===== config.mk =====
export PLATFORM = sky130hd
export DESIGN_NAME = link_tx_arbiter_flat
export DESIGN_NICKNAME = d
export VERILOG_FILES = /design/src/rtl/link_tx_arbiter_if.sv /design/src/rtl/link_tx_arbiter.sv /design/src/flat_wrapper.sv
export SDC_FILE = /design/constraint.sdc
export NUM_CORES = 1
export LEC_CHECK = 0
export CAP_MARGIN = 25
export CORE_MARGIN = 3
export CORE_UTILIZATION = 50
export CTS_BUF_LIST = sky130_fd_sc_hd__clkbuf_4 sky130_fd_sc_hd__clkbuf_8 sky130_fd_sc_hd__clkbuf_16
export DETAILED_ROUTE_END_ITERATION = 10
export PLACE_DENSITY_LB_ADDON = 0.3
export SYNTH_ARGS = -nofsm -noshare
export SYNTH_HDL_FRONTEND = slang
export SYNTH_SLANG_ARGS = --single-unit

===== constraint.sdc =====
create_clock -name clk -period 1.9 [get_ports clk]
set_input_delay 0.19 -clock clk [delete_from_list [all_inputs] [get_ports clk]]
set_output_delay 0.19 -clock clk [all_outputs]
set_load 0.02 [all_outputs]

===== src/rtl/link_tx_arbiter_if.sv =====
// Source-side and link-side handshake bundle for the link transmit arbiter.
// The master modport is taken by the arbiter; the slave modport is taken by the sources and the remote model.
interface link_tx_arbiter_if #(
    parameter int unsigned DATA_WIDTH = 8,
    parameter int unsigned NUM_SRC    = 4
);
    logic [NUM_SRC-1:0]            src_valid;
    logic [NUM_SRC*DATA_WIDTH-1:0] src_data;
    logic [NUM_SRC-1:0]            src_ack;
    logic                          req;
    logic [DATA_WIDTH-1:0]         data_tx;
    logic                          ack;

    modport master (
        input  src_valid, src_data, ack,
        output src_ack, req, data_tx
    );

    modport slave (
        output src_valid, src_data, ack,
        input  src_ack, req, data_tx
    );
endinterface


===== src/rtl/link_tx_arbiter.sv =====
// Round-robin arbiter and four-phase req/ack transmitter for one shared outgoing link.
// The asynchronous ack is double-flopped; the FSM only looks at the synchronised copy.
module link_tx_arbiter #(
    parameter int unsigned DATA_WIDTH = 8,
    parameter int unsigned NUM_SRC    = 4,
    parameter int unsigned SRC_W      = 2
) (
    input  logic                clk,
    input  logic                reset_n,
    input  logic                enable,
    link_tx_arbiter_if.master   lnk,
    output logic                busy,
    output logic [SRC_W-1:0]    cur_src,
    output logic                xfer_done
);

    localparam int unsigned SRC_LAST = NUM_SRC - 1;

    typedef enum logic [1:0] {
        S_IDLE   = 2'b00,
        S_SETUP  = 2'b01,
        S_REQ_HI = 2'b10,
        S_REQ_LO = 2'b11
    } state_t;

    state_t                  state;
    logic                    ack_meta;
    logic                    ack_s;
    logic [SRC_W-1:0]        rr_ptr;
    logic                    req_q;
    logic [DATA_WIDTH-1:0]   data_q;
    logic [NUM_SRC-1:0]      src_ack_q;

    logic                    found_c;
    logic [SRC_W-1:0]        win_c;
    logic [DATA_WIDTH-1:0]   win_data_c;
    logic [SRC_W-1:0]        next_ptr_c;

    // First valid source at or above rr_ptr, wrapping modulo NUM_SRC.
    always_comb begin
        int unsigned idx;
        found_c    = 1'b0;
        win_c      = '0;
        win_data_c = '0;
        idx        = 0;
        for (int unsigned k = 0; k < NUM_SRC; k++) begin
            idx = (32'(rr_ptr) + k) % NUM_SRC;
            if (!found_c && lnk.src_valid[SRC_W'(idx)]) begin
                found_c    = 1'b1;
                win_c      = SRC_W'(idx);
                win_data_c = lnk.src_data[idx*DATA_WIDTH +: DATA_WIDTH];
            end
        end
    end

    assign next_ptr_c = (cur_src == SRC_W'(SRC_LAST)) ? '0 : cur_src + SRC_W'(1);

    always_ff @(posedge clk or negedge reset_n) begin
        if (!reset_n) begin
            state     <= S_IDLE;
            ack_meta  <= 1'b0;
            ack_s     <= 1'b0;
            rr_ptr    <= '0;
            req_q     <= 1'b0;
            data_q    <= '0;
            src_ack_q <= '0;
            busy      <= 1'b0;
            cur_src   <= '0;
            xfer_done <= 1'b0;
        end else begin
            ack_meta  <= lnk.ack;
            ack_s     <= ack_meta;
            src_ack_q <= '0;
            xfer_done <= 1'b0;
            case (state)
                S_IDLE: begin
                    // A stale high ack_s blocks launch until the remote side has released.
                    if (enable && !ack_s && found_c) begin
                        data_q    <= win_data_c;
                        cur_src   <= win_c;
                        src_ack_q <= NUM_SRC'(1) << win_c;
                        busy      <= 1'b1;
                        state     <= S_SETUP;
                    end
                end
                S_SETUP: begin
                    req_q <= 1'b1;
                    state <= S_REQ_HI;
                end
                S_REQ_HI: begin
                    if (ack_s) begin
                        req_q <= 1'b0;
                        state <= S_REQ_LO;
                    end
                end
                S_REQ_LO: begin
                    if (!ack_s) begin
                        xfer_done <= 1'b1;
                        busy      <= 1'b0;
                        rr_ptr    <= next_ptr_c;
                        state     <= S_IDLE;
                    end
                end
            endcase
        end
    end

    assign lnk.req     = req_q;
    assign lnk.data_tx = data_q;
    assign lnk.src_ack = src_ack_q;

endmodule

===== src/flat_wrapper.sv =====
// flat-port wrapper written by rule: the top's interface ports become plain ports
module link_tx_arbiter_flat 
#(
    parameter int unsigned DATA_WIDTH = 8,
    parameter int unsigned NUM_SRC    = 4,
    parameter int unsigned SRC_W      = 2
)
  (clk, reset_n, enable, busy, cur_src, xfer_done, lnk_src_valid, lnk_src_data, lnk_ack, lnk_src_ack, lnk_req, lnk_data_tx);
  link_tx_arbiter_if #(.DATA_WIDTH(DATA_WIDTH), .NUM_SRC(NUM_SRC)) lnk_i ();
  input  logic clk;
  input  logic reset_n;
  input  logic enable;
  output logic busy;
  output logic [SRC_W-1:0] cur_src;
  output logic xfer_done;
  input wire logic [$bits(lnk_i.src_valid)-1:0] lnk_src_valid;
  input wire logic [$bits(lnk_i.src_data)-1:0] lnk_src_data;
  input wire logic [$bits(lnk_i.ack)-1:0] lnk_ack;
  output wire logic [$bits(lnk_i.src_ack)-1:0] lnk_src_ack;
  output wire logic [$bits(lnk_i.req)-1:0] lnk_req;
  output wire logic [$bits(lnk_i.data_tx)-1:0] lnk_data_tx;
  assign lnk_i.src_valid = lnk_src_valid;
  assign lnk_i.src_data = lnk_src_data;
  assign lnk_i.ack = lnk_ack;
  assign lnk_src_ack = lnk_i.src_ack;
  assign lnk_req = lnk_i.req;
  assign lnk_data_tx = lnk_i.data_tx;
  link_tx_arbiter #(.DATA_WIDTH(DATA_WIDTH), .NUM_SRC(NUM_SRC), .SRC_W(SRC_W)) u_core (.clk(clk), .reset_n(reset_n), .enable(enable), .lnk(lnk_i), .busy(busy), .cur_src(cur_src), .xfer_done(xfer_done));
endmodule

==> results by group, run 1 <==
Synth
  • Main synth FF type: dfrtp_1
  • Netlist cell types: 39
  • Top cells by area, synth: dfrtp_1 (26%), mux2i_1 (18%), mux4_2 (16%), a32o_1 (3.6%), ha_1 (3.4%)
  • Post-synth top area share: 26.08%
  • Synth async-reset ratio: 100.0%
  • Mapped Cells: just over 200
  • Post-synthesis compound-gate area fraction: approximately 14%
  • Combinational family with the most area after synthesis: multiplexers
  • Synth cell count leaders: mux2i_1 (39), dfrtp_1 (23), mux4_2 (16)
  • Yosys reg bits: 23
  • Post-synth EDFFs: 0
  • Post-synthesis sequential area ratio: around a quarter
  • Most common cell in the synthesized netlist: mux2i_1
  • Area of the mapped netlist: 2207 sq um
  • Xor/xnor share of the synthesized area: 0%
  • Mux share of post-synthesis cell area: 36.22%
  • Synthesized-area fraction occupied by adder cells: 3.401%
  • Syn Nets: ~250
  • Post-Syn Area per Cell: between 10 and 15 sq um
  • Area share of and/or/nand/nor cells after synthesis: 11.28%
  • Synth area leader: dfrtp_1
  • Synth Warn #: 0

Placement
  • Detail Placement HPWL: 4240 microns
  • Port-buffer cells: 56
  • Worst slack at placement: -0.1830 ns
  • GPL Wtd Cong: 0.8557
  • Placed Area: 2895 sq um

CTS
  • Num Clock Sinks: 23
  • Hold buffers post-CTS: 0
  • CTS root buf: clkbuf_8
  • Max clock buf depth: 2
  • CTS tree: yes
  • TritonCTS Buffers: 3
  • CTS H-tree lvls: 1
  • Insertion delay to the later sink of the worst-skew pair: 0.27 ns
  • Clock slew seen by the registers of the worst setup and hold paths: 0.08 ns

Die
  • Core area: 4115 sq um
  • Num rows: 23
  • Die X: 72.44 microns
  • Die height: 72.44 microns
  • Die ar.: 5248 sq um
  • Initial Utilization: 53.63%
  • # IOs: 57

Layout
  • Ant diodes: 0
  • Final nets: 323
  • Filler cells: 292
  • Syn-to-layout area delta: 37.76%
  • Layout cell share with drive strength beyond 1: 24.28%
  • Final instance area: 3040 sq um

Flow run
  • Max-Cap Viols: 0

Worst setup path
  • R2r setup slk: -0.04 ns
  • CP Class: reg -> reg
  • Slowest-stage cell, CP: mux4_2
  • Setup crit end kind: flop
  • Worst EP required: 2.04 ns
  • Setup crit start kind: flop
  • CP Cell Sequence: buf_4, buf_12, mux4_2, a32o_1, mux2i_1, a31oi_1
  • Slowest Stage Delay on Critical Path: slightly below 0.5 ns
  • CP max FO: 10
  • CP Data Arrival Time: ~2.1 ns

Pwr
  • P_leak: 1.276 nW
  • Pwr Total: 4.160 mW
  • Worst vdd rail ir drop: 0.8254 mV
  • Power Density: about 1400 nW/um^2

Global routing
  • Total GRT Usage: 22.61%
  • First-pass GRT wire length: about 9500 microns
  • GR Overflow Total: 0
  • Pin count of the biggest net entering global routing: 24
  • Vias in the first global route: 1991
  • Initial antenna violation count: 0

STA
  • Hold WS: 0.2762 ns
  • Minimum clock period: roughly 1.9 ns
  • Skew final: 0.001707 ns
  • Max-slew violations: 0
  • Part of the cycle the worst path needs: 101.9%
  • # setup viols final: 1
  • Fmax: a little over 0.5 GHz
  • Slew of the pin with the lowest slew margin: between 0.3 and 0.4 ns
  • Hold Vio Cnt, Final: 0
  • Slew HR: 76.43%
  • Worst Slack Setup Final: -0.03543 ns

Drt
  • DR WL/cell: 17.56 microns
  • Routed WL: approximately 5700 microns
  • Antenna viol nets, final: 0
  • Initial DRC Count: 190
  • Via count: 1957
  • Router iterations before antenna repair: 4
  • Remaining DRCs: 0
  • Via density per instance: 6.003

Worst hold path
  • Worst min-delay path class: in -> async

Status
  • Run status: finished, violations left
  • Failing checks: negative setup slack
## registers in the layout (all words and copies together), names as in the netlist
register	cells
u_core.lnk.data_tx	8
u_core.lnk.src_ack	4
u_core.cur_src	2
u_core.rr_ptr	2
u_core.state	2
u_core.ack_meta	1
u_core.ack_s	1
u_core.busy	1
u_core.lnk.req	1
u_core.xfer_done	1
## where the power goes
group	internal [mW]	leakage (nW)	switching [mW]
clock	0.147	0.0255	0.163
combinational	1.62	0.977	1.38
sequential	0.675	0.274	0.171
total	2.44	1.28	1.72
## critical path, delay by kind of cell, from the launching register on
family                 cells  cell delay [ns]
AO/OA/AOI/OAI              2             0.35
buffers and inverters      2             0.30
flip-flops                 1             0.47
multiplexers               2             0.68
## area by class of cell
| cell class | count | area [sq um] | area share (%) |
|---|---|---|---|
| multi-input cells | 152 | 1474 | 48.48 |
| repair buffers | 86 | 839.6 | 27.61 |
| flip-flops and latches | 23 | 576.8 | 18.97 |
| well taps | 50 | 62.56 | 2.058 |
| clock buffers | 3 | 41.29 | 1.358 |
| inverters | 11 | 41.29 | 1.358 |
| clock inverters | 1 | 5.005 | 0.1646 |
## path summary, 6_finish.rpt
check                                             start                           endpoint  depth (start not counted)
setup / recovery           u_core.rr_ptr[0]$_DFFE_PN0P_  u_core.lnk.data_tx[0]$_DFFE_PN0P_                          6
hold / removal                                  reset_n  u_core.lnk.data_tx[5]$_DFFE_PN0P_                          2
max in group asynchronous                       reset_n       u_core.rr_ptr[0]$_DFFE_PN0P_                          2
min in group clk                                lnk_ack          u_core.ack_meta$_DFF_PN0_                          1
setup reg to reg           u_core.rr_ptr[0]$_DFFE_PN0P_  u_core.lnk.data_tx[0]$_DFFE_PN0P_                          6
hold reg to reg               u_core.ack_meta$_DFF_PN0_             u_core.ack_s$_DFF_PN0_                          0
## per-layer routing
layer  vias to the layer above  GRT usage (%)  part of all wire [%]
met5                         -              0                     0
met4                         0          4.508                   1.8
met1                       950          29.72                    41
met2                        71          40.55                    51
met3                        11          2.216                   5.5
li1                        925              -                     -
## layout by cell type, fill, tap and decap left out, drive strengths merged, types with 3 or more instances in the layout
cell	synthesis	final
a32o	8	8
ha	6	6
nor2	15	15
clkdlybuf4s50	0	56
a21oi	6	6
mux4	17	17
nor3b	5	5
inv	11	11
nor2b	5	5
dfrtp	23	23
buf	14	30
o21ai	7	7
a31oi	8	8
clkbuf	2	3
nand2	15	15
mux2i	39	39
## timing repair
item | 4_1_cts | 5_1_grt
setup endpoints to repair | 1 | 9
pin swaps | 0 | 3
gates resized for setup | 2 | 8
buffers inserted | 4 | 2
## metrics by stage
step / util [%] / TNS (ns) / std cells
finish: 73.88 / -0.03543 / 326
global route: 73.88 / -0.1177 / 326
CTS: 72.21 / 0 / 324
detailed placement: 70.36 / -1.313 / 316
global placement: 70.36 / -0.9134 / 316
floorplan: - / 0 / 202
## cell families after synthesis
kind of cell | Yosys count
mux | 58
simple gates | 49
compound gates | 39
buf+inv | 27
flops | 23
fa+ha+maj | 6
No activity file was read; power rests on OpenSTA's default activity.
==> inputs of run 2 (changes only) <==
GPL_TIMING_DRIVEN = 0   (was not set)
==> results by group, run 2 (synthesis results as in run 1) <==
CTS
  • Clock slew seen by the registers of the worst setup and hold paths: 0.08 ns
  • Num Clock Sinks: 23
  • Hold buffers post-CTS: 0
  • Insertion delay to the later sink of the worst-skew pair: between 0.2 and 0.3 ns
  • CTS root buf: clkbuf_8
  • CTS tree: yes
  • Max clock buf depth: 2
  • CTS H-tree lvls: 1
  • TritonCTS Buffers: 3

Die
  • Num rows: 23
  • Core area: 4115 sq um
  • Die X: 72.44 microns
  • Die ar.: about 5200 sq um
  • Die height: 72.44 microns
  • # IOs: 57
  • Initial Utilization: roughly 54%

Drt
  • Routed WL: 6124 microns
  • Via count: 1961
  • Antenna viol nets, final: 0
  • Via density per instance: 6.225
  • Remaining DRCs: 0
  • Router iterations before antenna repair: 5
  • Initial DRC Count: 130
  • DR WL/cell: slightly below 20 microns

Worst setup path
  • Setup crit end kind: flop
  • Worst EP required: roughly 2 ns
  • Crit path capture: u_core.state[1]$_DFFE_PN0P_
  • Reg2reg start: u_core.rr_ptr[0]$_DFFE_PN0P_
  • Worst r2r dst: u_core.lnk.data_tx[3]$_DFFE_PN0P_
  • CP most frequent cell: a21oi_1
  • Cells on worst reg2reg path: 5
  • Slowest-stage cell, CP: o41ai_2
  • R2r setup slk: 0.07 ns
  • CP Class: in -> reg
  • CP Data Arrival Time: 2.03 ns
  • Crit path from: lnk_src_valid[2]
  • Setup crit start kind: primary input
  • Top delay family on crit path: compound AO/OA/AOI/OAI gates
  • WP depth: 6
  • CP Cell Sequence: clkdlybuf4s50_1, buf_4, o41ai_2, a21oi_1, a21oi_1, mux2_2
  • CP max FO: 10
  • Slowest Stage Delay on Critical Path: 0.44 ns
  • Worst Path Buf+Inv: 2

Layout
  • Max FFs per register: 8
  • Final nets: 312
  • Syn-to-layout area delta: 36.39%
  • Ant diodes: 0
  • Layout cell share with drive strength beyond 1: 20.75%
  • Filler cells: 316
  • Most frequent cells in the layout: clkdlybuf4s50_1 (54), mux2i_1 (37), dfrtp_1 (23), mux4_2 (16)
  • Finished Layout Cells: 315
  • FF+latch area: between 500 and 600 sq um
  • Most common cell after layout, fill and taps aside: clkdlybuf4s50_1
  • Multi-input logic area: 1465 sq um

STA
  • Slew of the pin with the lowest slew margin: 0.6061 ns
  • Minimum clock period: 1.875 ns
  • Slew HR: 59.17%
  • # setup viols final: 0
  • Part of the cycle the worst path needs: 98.68%
  • Hold Vio Cnt, Final: 0
  • Skew final: 0.002526 ns
  • Max-slew violations: 0
  • Fmax: 0.5334 GHz
  • RSZ-0062 raised after global routing: yes

Worst hold path
  • Worst min-delay path class: in -> async

Placement
  • Detail Placement HPWL: 4362 microns
  • GPL Wtd Cong: 0.8222
  • Port-buffer cells: 54
  • # placed instances: 306

Pwr
  • Worst vdd rail ir drop: 0.9152 mV
  • Pwr Total: 4.271 mW
  • P_leak: ~1.2 nW
  • Power Density: between 1000 and 1500 nW/um^2

Global routing
  • Vias in the first global route: roughly 2000
  • GR Overflow Total: 0
  • Pin count of the biggest net entering global routing: 24
  • Total GRT Usage: between 20 and 25%
  • First-pass GRT wire length: 9356 microns
  • Initial antenna violation count: 0

Flow run
  • Max-Cap Viols: 0

Status
  • Run status: finished, final reports clean
-- run 2: final cells by class --
class / instances / area share (%)
Sequential cell: 23 / 19.12
Tap cell: 50 / 2.078
Clock buffer: 4 / 1.621
Buffer: 16 / 5.860
Timing Repair Buffer: 59 / 21.28
Multi-Input combinational cell: 152 / 48.67
Inverter: 11 / 1.372
-- run 2: per-stage QoR --
stage          utilization (%)  hold WS, ns  area [sq um]  setup WS [ns]  setup TNS [ns]
5_1_grt                  73.15       0.1184          3010       -0.01546        -0.03133
3_3_place_gp             68.29       0.3350          2810        -0.2133          -1.268
2_1_floorplan                -      -0.1056          2207         0.2662               0
3_5_place_dp             68.29       0.3410          2810        -0.2426          -1.542
6_report                 73.15       0.1195          3010        0.02513               0
4_1_cts                  69.47       0.3587          2859        0.03252               0
-- run 2: layer usage --
metal | GRT usage (%) | up-vias | part of all wire (%)
met1 | 32.08 | 961 | 42
met4 | 7.172 | 0 | 1.2
met3 | 1.247 | 9 | 8.5
met5 | 0 | - | 0
met2 | 36.60 | 92 | 49
li1 | - | 899 | -
-- run 2: repair_timing --
| item | CTS | global route |
|---|---|---|
| gates resized for setup | 0 | 11 |
| buffers inserted | 0 | 1 |
| setup endpoints to repair | 0 | 10 |
-- run 2: worst min path at each step --
| stage | startpoint | to | slack, ns | cells after the start |
|---|---|---|---|---|
| 6_report | reset_n | u_core.lnk.data_tx[5]$_DFFE_PN0P_ | 0.12 | 1 |
| 5_1_grt | reset_n | u_core.lnk.data_tx[5]$_DFFE_PN0P_ | 0.12 | 1 |
| 4_1_cts | u_core.ack_meta$_DFF_PN0_ | u_core.ack_s$_DFF_PN0_ | 0.36 | 0 |
| 3_5_place_dp | u_core.ack_meta$_DFF_PN0_ | u_core.ack_s$_DFF_PN0_ | 0.34 | 0 |
| 3_3_place_gp | u_core.ack_meta$_DFF_PN0_ | u_core.ack_s$_DFF_PN0_ | 0.33 | 0 |
| 2_1_floorplan | reset_n | u_core.ack_meta$_DFF_PN0_ | -0.11 | 0 |
-- run 2: report_power, final --
group          switching, mW  internal, mW
logic                   1.50          1.64
registers              0.136         0.673
clock network          0.156         0.164
total                   1.79          2.48
-- run 2: worst reg2reg max path: cells and delay by family, from the launching register on --
family	cells	cell delay, ns
multiplexers	2	0.81
AO/OA/AOI/OAI	2	0.37
buffers and inverters	1	0.16
flip-flops	1	0.37
